--- config.mk ---
export PLATFORM = sky130hd
export DESIGN_NAME = rle_stream_sched
export DESIGN_NICKNAME = d
export VERILOG_FILES = /design/src/rtl/rle_stream_sched.sv
export SDC_FILE = /design/constraint.sdc
export NUM_CORES = 1
export LEC_CHECK = 0
export ABC_AREA = 1
export ABC_CLOCK_PERIOD_IN_PS = 4500
export BUFFER_PORTS_ARGS = -buffer_cell sky130_fd_sc_hd__buf_2
export CAP_MARGIN = 20
export CORE_MARGIN = 8
export CORE_UTILIZATION = 60
export DETAILED_ROUTE_END_ITERATION = 7
export PLACE_DENSITY = 0.78
export SYNTH_ARGS = -nofsm -noshare
export SYNTH_HDL_FRONTEND = slang
export SYNTH_SLANG_ARGS = --single-unit
--- constraint.sdc ---
create_clock -name clk -period 4.5 [get_ports clk]
set_input_delay 0 -clock clk [delete_from_list [all_inputs] [get_ports clk]]
set_output_delay 0 -clock clk [all_outputs]
set_load 0.1 [all_outputs]
--- src/rtl/rle_stream_sched.sv ---
// RLE output scheduler: two record FIFOs (A and D) arbitrated round-robin and
// serialised as value byte then count byte on one ready/valid byte stream.

// Single-clock record FIFO with wrap-bit pointers and a combinational head.
module rle_fifo #(
    parameter int unsigned DEPTH = 8,
    parameter int unsigned AW    = 3
) (
    input  logic          clk,
    input  logic          rst_n,
    input  logic          push,
    input  logic [15:0]   din,
    input  logic          pop,
    output logic [15:0]   head,
    output logic [AW:0]   level
);

    logic [15:0] mem [DEPTH];
    logic [AW:0] wr;
    logic [AW:0] rd;

    // Pointer update; a push into a full FIFO is only issued alongside a pop.
    always_ff @(posedge clk or negedge rst_n) begin
        if (!rst_n) begin
            wr <= '0;
            rd <= '0;
        end else begin
            if (push) wr <= wr + (AW+1)'(1);
            if (pop)  rd <= rd + (AW+1)'(1);
        end
    end

    // Storage write; when full the written slot is the one being popped.
    always_ff @(posedge clk) begin
        if (push) mem[wr[AW-1:0]] <= din;
    end

    assign head  = mem[rd[AW-1:0]];
    assign level = wr - rd;

endmodule

module rle_stream_sched #(
    parameter int unsigned DEPTH = 8,
    parameter int unsigned AW    = 3
) (
    input  logic          clk,
    input  logic          rst_n,
    input  logic          a_valid,
    input  logic [7:0]    a_value,
    input  logic [7:0]    a_count,
    input  logic          d_valid,
    input  logic [7:0]    d_value,
    input  logic [7:0]    d_count,
    input  logic          clr_ovf,
    input  logic          m_ready,
    output logic          m_valid,
    output logic [7:0]    m_data,
    output logic          m_chan,
    output logic          m_last,
    output logic          a_ovf,
    output logic          d_ovf,
    output logic [AW:0]   a_level,
    output logic [AW:0]   d_level
);

    localparam logic [AW:0] FULL = (AW+1)'(DEPTH);

    typedef enum logic [1:0] {
        IDLE     = 2'd0,
        SEND_VAL = 2'd1,
        SEND_CNT = 2'd2
    } state_t;

    state_t      state, state_nx;
    logic        grant, grant_nx;
    logic        prio, prio_nx;
    logic [15:0] hold, hold_nx;
    logic        m_valid_nx, m_chan_nx, m_last_nx;
    logic [7:0]  m_data_nx;

    logic        a_push, d_push, a_pop, d_pop;
    logic        a_ne, d_ne;
    logic [15:0] a_head, d_head;

    assign a_ne   = (a_level != '0);
    assign d_ne   = (d_level != '0);
    assign a_push = a_valid && ((a_level < FULL) || a_pop);
    assign d_push = d_valid && ((d_level < FULL) || d_pop);

    rle_fifo #(.DEPTH(DEPTH), .AW(AW)) u_fifo_a (
        .clk   (clk),
        .rst_n (rst_n),
        .push  (a_push),
        .din   ({a_value, a_count}),
        .pop   (a_pop),
        .head  (a_head),
        .level (a_level)
    );

    rle_fifo #(.DEPTH(DEPTH), .AW(AW)) u_fifo_d (
        .clk   (clk),
        .rst_n (rst_n),
        .push  (d_push),
        .din   ({d_value, d_count}),
        .pop   (d_pop),
        .head  (d_head),
        .level (d_level)
    );

    // State, grant, holding register, priority pointer and registered outputs.
    always_ff @(posedge clk or negedge rst_n) begin
        if (!rst_n) begin
            state   <= IDLE;
            grant   <= 1'b0;
            prio    <= 1'b0;
            hold    <= '0;
            m_valid <= 1'b0;
            m_data  <= '0;
            m_chan  <= 1'b0;
            m_last  <= 1'b0;
        end else begin
            state   <= state_nx;
            grant   <= grant_nx;
            prio    <= prio_nx;
            hold    <= hold_nx;
            m_valid <= m_valid_nx;
            m_data  <= m_data_nx;
            m_chan  <= m_chan_nx;
            m_last  <= m_last_nx;
        end
    end

    // Next state and arbitration; the pointer flip after a record applies to the immediate re-grant.
    always_comb begin
        logic opp;
        logic eff_prio;
        logic pick;
        state_nx = state;
        grant_nx = grant;
        prio_nx  = prio;
        hold_nx  = hold;
        a_pop    = 1'b0;
        d_pop    = 1'b0;
        opp      = 1'b0;
        eff_prio = prio;
        pick     = 1'b0;
        case (state)
            IDLE:     opp = 1'b1;
            SEND_VAL: if (m_ready) state_nx = SEND_CNT;
            SEND_CNT: begin
                if (m_ready) begin
                    opp      = 1'b1;
                    prio_nx  = ~grant;
                    eff_prio = ~grant;
                    state_nx = IDLE;
                end
            end
            default:  state_nx = IDLE;
        endcase
        if (opp && (a_ne || d_ne)) begin
            pick     = eff_prio ? d_ne : ~a_ne;
            a_pop    = ~pick;
            d_pop    = pick;
            grant_nx = pick;
            hold_nx  = pick ? d_head : a_head;
            state_nx = SEND_VAL;
        end
    end

    // Output values for the coming state, taken from the next holding register.
    always_comb begin
        m_valid_nx = 1'b0;
        m_data_nx  = m_data;
        m_chan_nx  = m_chan;
        m_last_nx  = m_last;
        case (state_nx)
            SEND_VAL: begin
                m_valid_nx = 1'b1;
                m_data_nx  = hold_nx[15:8];
                m_chan_nx  = grant_nx;
                m_last_nx  = 1'b0;
            end
            SEND_CNT: begin
                m_valid_nx = 1'b1;
                m_data_nx  = hold_nx[7:0];
                m_chan_nx  = grant_nx;
                m_last_nx  = 1'b1;
            end
            default: ;
        endcase
    end

    // Sticky overflow flags; a new drop wins over a clear in the same cycle.
    always_ff @(posedge clk or negedge rst_n) begin
        if (!rst_n) begin
            a_ovf <= 1'b0;
            d_ovf <= 1'b0;
        end else begin
            if (a_valid && !a_push) a_ovf <= 1'b1;
            else if (clr_ovf)       a_ovf <= 1'b0;
            if (d_valid && !d_push) d_ovf <= 1'b1;
            else if (clr_ovf)       d_ovf <= 1'b0;
        end
    end

endmodule

## After elaboration in Yosys (flattened, before gate mapping)

Memory sizes are Yosys's and may differ from the RTL's.
Cells that the tools add are included.

- Register bits after elaboration: 49
- RAM bits: 256
- Input bits: 38
- Output and inout bits: 21
- Word-level logic and storage cells: 72
- Memories: 2

- Add/subtract/negate cells: 6
- $lt $le $gt $ge: 2
- Eq/ne operators: 4
- Multiplexer cells: 24
- Bitwise operators: 3
- Reductions and logical operators: 17

Memories:

| name | depth | width | rd ports | clocked after Yosys merged registers in | write ports | RTL line | source |
|---|---|---|---|---|---|---|---|
| u_fifo_a.mem | 8 | 16 | 1 | 0 | 1 | 18 | `logic [15:0] mem [DEPTH];` |
| u_fifo_d.mem | 8 | 16 | 1 | 0 | 1 | 18 |  |

Operator list:

| cell | number |
|---|---|
| $mux W16 | 2 |
| $add A4 B1 Y4 const B | 4 |
| $pmux W8 S2 | 1 |
| $mux W1 | 15 |
| $lt A4 B4 Y1 const B | 2 |
| $reduce_bool A4 Y1 | 2 |
| $sub A4 B4 Y4 | 2 |
| $mux W2 | 3 |
| $pmux W2 S3 | 1 |
| $reduce_bool A2 Y1 | 3 |
| $logic_and A1 B1 Y1 | 5 |
| $eq A2 B1 Y1 const B | 2 |
| $eq A2 B2 Y1 const B | 2 |
| $pmux W1 S2 | 2 |
| $logic_or A1 B1 Y1 | 3 |
| $not A1 Y1 | 3 |
| $logic_not A1 Y1 | 2 |
| $logic_not A2 Y1 | 1 |
| $reduce_or A2 Y1 | 1 |

## Depth between registers and ports, before layout

- Word-level depth: 11
- Depth in mapped cells: 20
- Gate-level depth less buffers: 17

## Cells and area by module

From an unflattened synthesis, not the netlist that was laid out.

- Cells, all modules: 1413
- Area total of the unflattened synthesis: 13769.5 um2

By module, submodules not included:

| module | instances | cells an instance | area an instance (um2) | seq. area each (um2) |
|---|---|---|---|---|
| rle_fifo at u_fifo_d | 1 | 610 | 6069.6 | 4043.9 |
| rle_fifo at u_fifo_a | 1 | 608 | 6065.8 | 4043.9 |
| rle_stream_sched | 1 | 195 | 1634.1 | 825.8 |

## Worst setup path before layout

OpenSTA, ideal clock, no wires.

- Kind: flip-flop to flip-flop
- From: reg u_fifo_d.rd[2]
- To: mem u_fifo_d.mem[5][0], enable pin
- Library setup time: 409 ps
- Arrival: 4973 ps
- Required time: 4091 ps
- Path slack: -883 ps
- Stages on the path, launching flop included: 14
- Path buffers: 2
- Clock period less this slack: 5383 ps
- Cells stage by stage: dfrtp_1 > clkbuf_1 > clkinv_1 > clkbuf_1 > ha_1 > xor2_1 > nor2_1 > nand3_2 > nand2_4 > inv_2 > nand2_4 > nand2_2 > nand2_2 > nor3_1

- Word-level cells in the longest chain between the ends: 9
- Elaborated cells on any way between the ends: 11
- Classes of those cells: add/sub (1); order compare (1); mux (4); reduce/logical (5)

RTL lines:

| element | RTL line | source |
|---|---|---|
| from (decl) | 20 | `logic [AW:0] rd;` |
| from (signal assigned) | 29 | `if (pop) rd <= rd + (AW+1)'(1);` |
| $sub A4 B4 Y4 (*) | 39 | `assign level = wr - rd;` |
| via d_level[2] | 64 | `output logic [AW:0] d_level` |
| $reduce_bool A4 Y1 | 87 | `assign d_ne = (d_level != '0);` |
| $logic_or A1 B1 Y1 | 161 | `if (opp && (a_ne \|\| d_ne)) begin` |
| $logic_and A1 B1 Y1 | 161 |  |
| $mux W1 | 161 |  |
| $logic_or A1 B1 Y1 (*) | 89 | `assign d_push = d_valid && ((d_level < FULL) \|\| d_pop);` |
| $logic_and A1 B1 Y1 (*) | 89 |  |
| $mux W1 (*) | 35 | `if (push) mem[wr[AW-1:0]] <= din;` |
| $mux W1 (implied by the code) (*) | 35 |  |
| to (decl) | 18 |  |

Mark *: on every way through the listed nets, which the timed path passes. The rest lies on a longest branch.

## Worst setup path after layout

- From: reg u_fifo_d.wr[0]
- To: mem u_fifo_a.mem[6][13], enable pin

- Word-level cells in the longest chain between the ends: 9
- Elaborated cells on any way between the ends: 11
- Classes of those cells: add/sub (1); mux (4); bitwise (1); reduce/logical (5)

RTL lines:

| element | RTL line | source |
|---|---|---|
| from (decl) | 19 | `logic [AW:0] wr;` |
| from (signal assigned) | 28 | `if (push) wr <= wr + (AW+1)'(1);` |
| $sub A4 B4 Y4 (*) | 39 |  |
| $reduce_bool A4 Y1 (*) | 87 |  |
| $mux W1 or $logic_or A1 B1 Y1 (tied branches) | 162, 161 |  |
| $not A1 Y1 or $logic_and A1 B1 Y1 (tied branches) | 163, 161 |  |
| $mux W1 (*) | 161 |  |
| $logic_or A1 B1 Y1 (*) | 88 | `assign a_push = a_valid && ((a_level < FULL) \|\| a_pop);` |
| $logic_and A1 B1 Y1 (*) | 88 |  |
| $mux W1 (*) | 35 |  |
| $mux W1 (implied by the code) (*) | 35 |  |
| to (decl) | 18 |  |

Every way passes the cells marked *; elsewhere a longest branch is shown, timed or not.

==> results.cfg <==
[run_status]
status = completed

[global_route]
grt_pass1_vias = 8423
overflow = 0
grt_max_degree = 69
antenna_found_initial = 0
grtUsageTotal_pct = 21.7
grt_pass1_wl_mm = 45.1

[final_layout]
diodes = 0
drive_gt1_share_pct = 12.0
multiInputGateArea_um2 = 3590
nets = 1341
fillers = 1409
regArea_um2 = 8920
postLayoutCoreUtil_pct = 70.6
syn2layout_area_growth_pct = 15.9

[timing]
setup_ws_ps = 586
hold_ws_ps = 231
post-route-period-util_pct = 87.0
min_period_ps = 3910
grt_setup_unrepaired = false
slew_headroom_pct = 30.0
setup_tns_ps = 0
tightest_slew_ps = 1050
max_freq_ghz = 0.256
setup_viol = 0
final_max_slew_viol_count = 0
hold_viol_final = 0
fin_worst_skew_ps = 19.7

[clock_network]
h-tree-depth = 1
clock_latency_ps = 560
clk_pin_slew_ps = 60
post_cts_buffers = 0
clockRootBuffer = clkbuf_16
cts_sinks = 305
cts_buffers = 30
ctsLongestPathBuffers = 3
cts_resized = 0
cts_tree = done

[critical_path]
worstSetupStartpointType = flop
slowest_delay_ps = 480
worstPathArrival_ps = 4160
path_cells = inv_1 -> ha_1 -> inv_1 -> fa_1 -> or2_1 -> nor2_1 -> nand3_2 -> nand2_4 -> nand2_1 -> nand2_1 -> nand3_1 -> nor2_1 -> buf_4
criticalPathCategory = flop to flop
worstPathRequired_ps = 4750
cp_max_fo = 17
end_kind = flop
cp_slowest_cell = nor2_1

[yosys]
synth.area.mux_share_pct = 0
synth_compound_area_share_pct = 6.36
synth_top_area_share_pct = 60.0
synth_area_um2 = 12800
ys_warn_count = 0
ys_top_cells_by_area = edfxtp_1 (60%), nand2_1 (11%), dfrtp_1 (9.6%), nor2_1 (5.2%), o21ai_0 (5.0%)
yosys.area_share.simple_pct = 19.1
syn_inst = 1186
syn_avg_cell_area_um2 = 10.8
ys_types = 31
post-synth-top-area-cell = edfxtp_1
yosysSeqAreaShare_pct = 69.6
synthesis.nets = 1237
synthAdderAreaFrac_pct = 1.39
synth_top_family_by_area = simple AND/OR/NAND/NOR gates
synth-xor-area-share_pct = 0.889
ys_ff_latch = 305

[route]
ant_nets = 0
drt_iter0_drc = 998
vias_per_cell = 5.55
vias = 8818
wl_mm = 28.8
drtPass1Iterations = 6
wire_per_inst_um = 18.1
drcViolationCount = 0

[place]
dpl_worst_slack_ps = 647
routabilityCongestion = 0.867
hpwl_mm = 17.9
io_buffers = 58

[floorplanning]
coreArea_um2 = 21000
io-pin-count = 59
die_height_um = 162
initial_core_util_pct = 60.9
fp.dieW_um = 162
rows = 53
dieArea_um2 = 26300

[min_path]
hp-class = primary input to flop

[flow_run]
cap_violations = 0
[synthesized netlist by cell type]
cell and number:
nand2_1 364, edfxtp_1 256, nor2_1 179, o21ai_0 129, nand3_1 52, dfrtp_1 49, clkbuf_1 32, inv_1 25
o22ai_1 16, buf_2 11, ha_1 11, xor2_1 10, buf_1 8, nand2_2 6, nor3_1 6, a21oi_1 4
inv_2 4, nand3_2 3, xnor2_1 3, buf_6 2, clkinv_1 2, fa_1 2, nand2_4 2, o21ai_1 2
or2_1 2, a21oi_2 1, a31oi_1 1, nand4_1 1, o21ai_4 1, o21bai_1 1, or2_0 1
[layout make-up]
cell class | count | share of cell area [%]
Sequential cell | 305 | 60.1
Clock buffer | 33 | 5.28
Tap cell | 275 | 2.32
Multi-Input combinational cell | 797 | 24.2
Timing Repair Buffer | 125 | 6.09
Inverter | 31 | 0.784
Clock inverter | 22 | 1.25
[per-stage QoR]
stage	cell area [um^2]	cells
global route	14800	1588
finish	14800	1588
global placement	13500	1493
detailed placement	13500	1493
CTS	14800	1586
floorplan	12800	1186
[cell families after synthesis]
group / Yosys count
AND/OR/NAND/NOR: 616
flip-flops: 305
AO/OA/AOI/OAI: 155
buffers and inverters: 84
XOR/XNOR: 13
adder cells (fa/ha/maj): 13
[registers in the layout, summed over array words and instances (netlist names)]
register,cells
m_valid,1
u_fifo_a.wr,4
state,2
m_chan,1
u_fifo_d.wr,4
d_ovf,1
u_fifo_d.mem,128
u_fifo_d.rd,4
hold,16
m_data,8
m_last,1
u_fifo_a.rd,4
u_fifo_a.mem,128
prio,1
grant,1
a_ovf,1
[repair_timing]
item	4_1_cts	5_1_grt
endpoints found under the hold margin	318	16
setup endpoints to repair	0	0
hold buffers	38	1
[cells in the final DEF (no fill, tap or decap), types with 3 or more instances in the layout]
cell type,n
nand2_1,364
edfxtp_1,256
nor2_1,178
o21ai_0,129
buf_2,58
nand3_1,52
dfrtp_1,47
dlygate4sd3_1,39
clkbuf_16,31
buf_4,27
inv_1,25
o22ai_1,16
ha_1,11
clkinv_1,10
xor2_1,9
clkinv_2,8
nand2_2,6
nor3_2,6
a21oi_1,4
inv_2,4
xnor2_1,3
nand3_2,3
bufinv_16,3
[per-layer routing]
layer  GRT usage [%]  up-vias  part of all wire [%]
met4            7.32        0                   2.7
met5               0        -                     0
met1            30.7     4126                    42
met3            3.87       62                   9.0
li1                -     4233                     -
met2            33.6      397                    46
[worst paths after layout]
path,to,startpoint,slack (ps),depth (start not counted)
max,u_fifo_a.mem[6][13],u_fifo_d.wr[0],590,13
min in group asynchronous,m_data[0],rst_n,440,3
max in group asynchronous,u_fifo_d.rd[0],rst_n,3540,4
max reg2reg,u_fifo_a.mem[6][13],u_fifo_d.wr[0],590,13
min,a_ovf,clr_ovf,230,3
min reg2reg,hold[5],hold[5],490,2
[critical path: cells and delay by family (launching register included)]
kind | cells | cell delay (ps)
DFF | 1 | 400
buffers and inverters | 3 | 540
and+or+nand+nor | 8 | 2020
adders and majority gates | 2 | 610
Power is left out: the tool's default activity adds up to more than one toggle a clock period on the data nets, which glitch-free logic cannot reach.
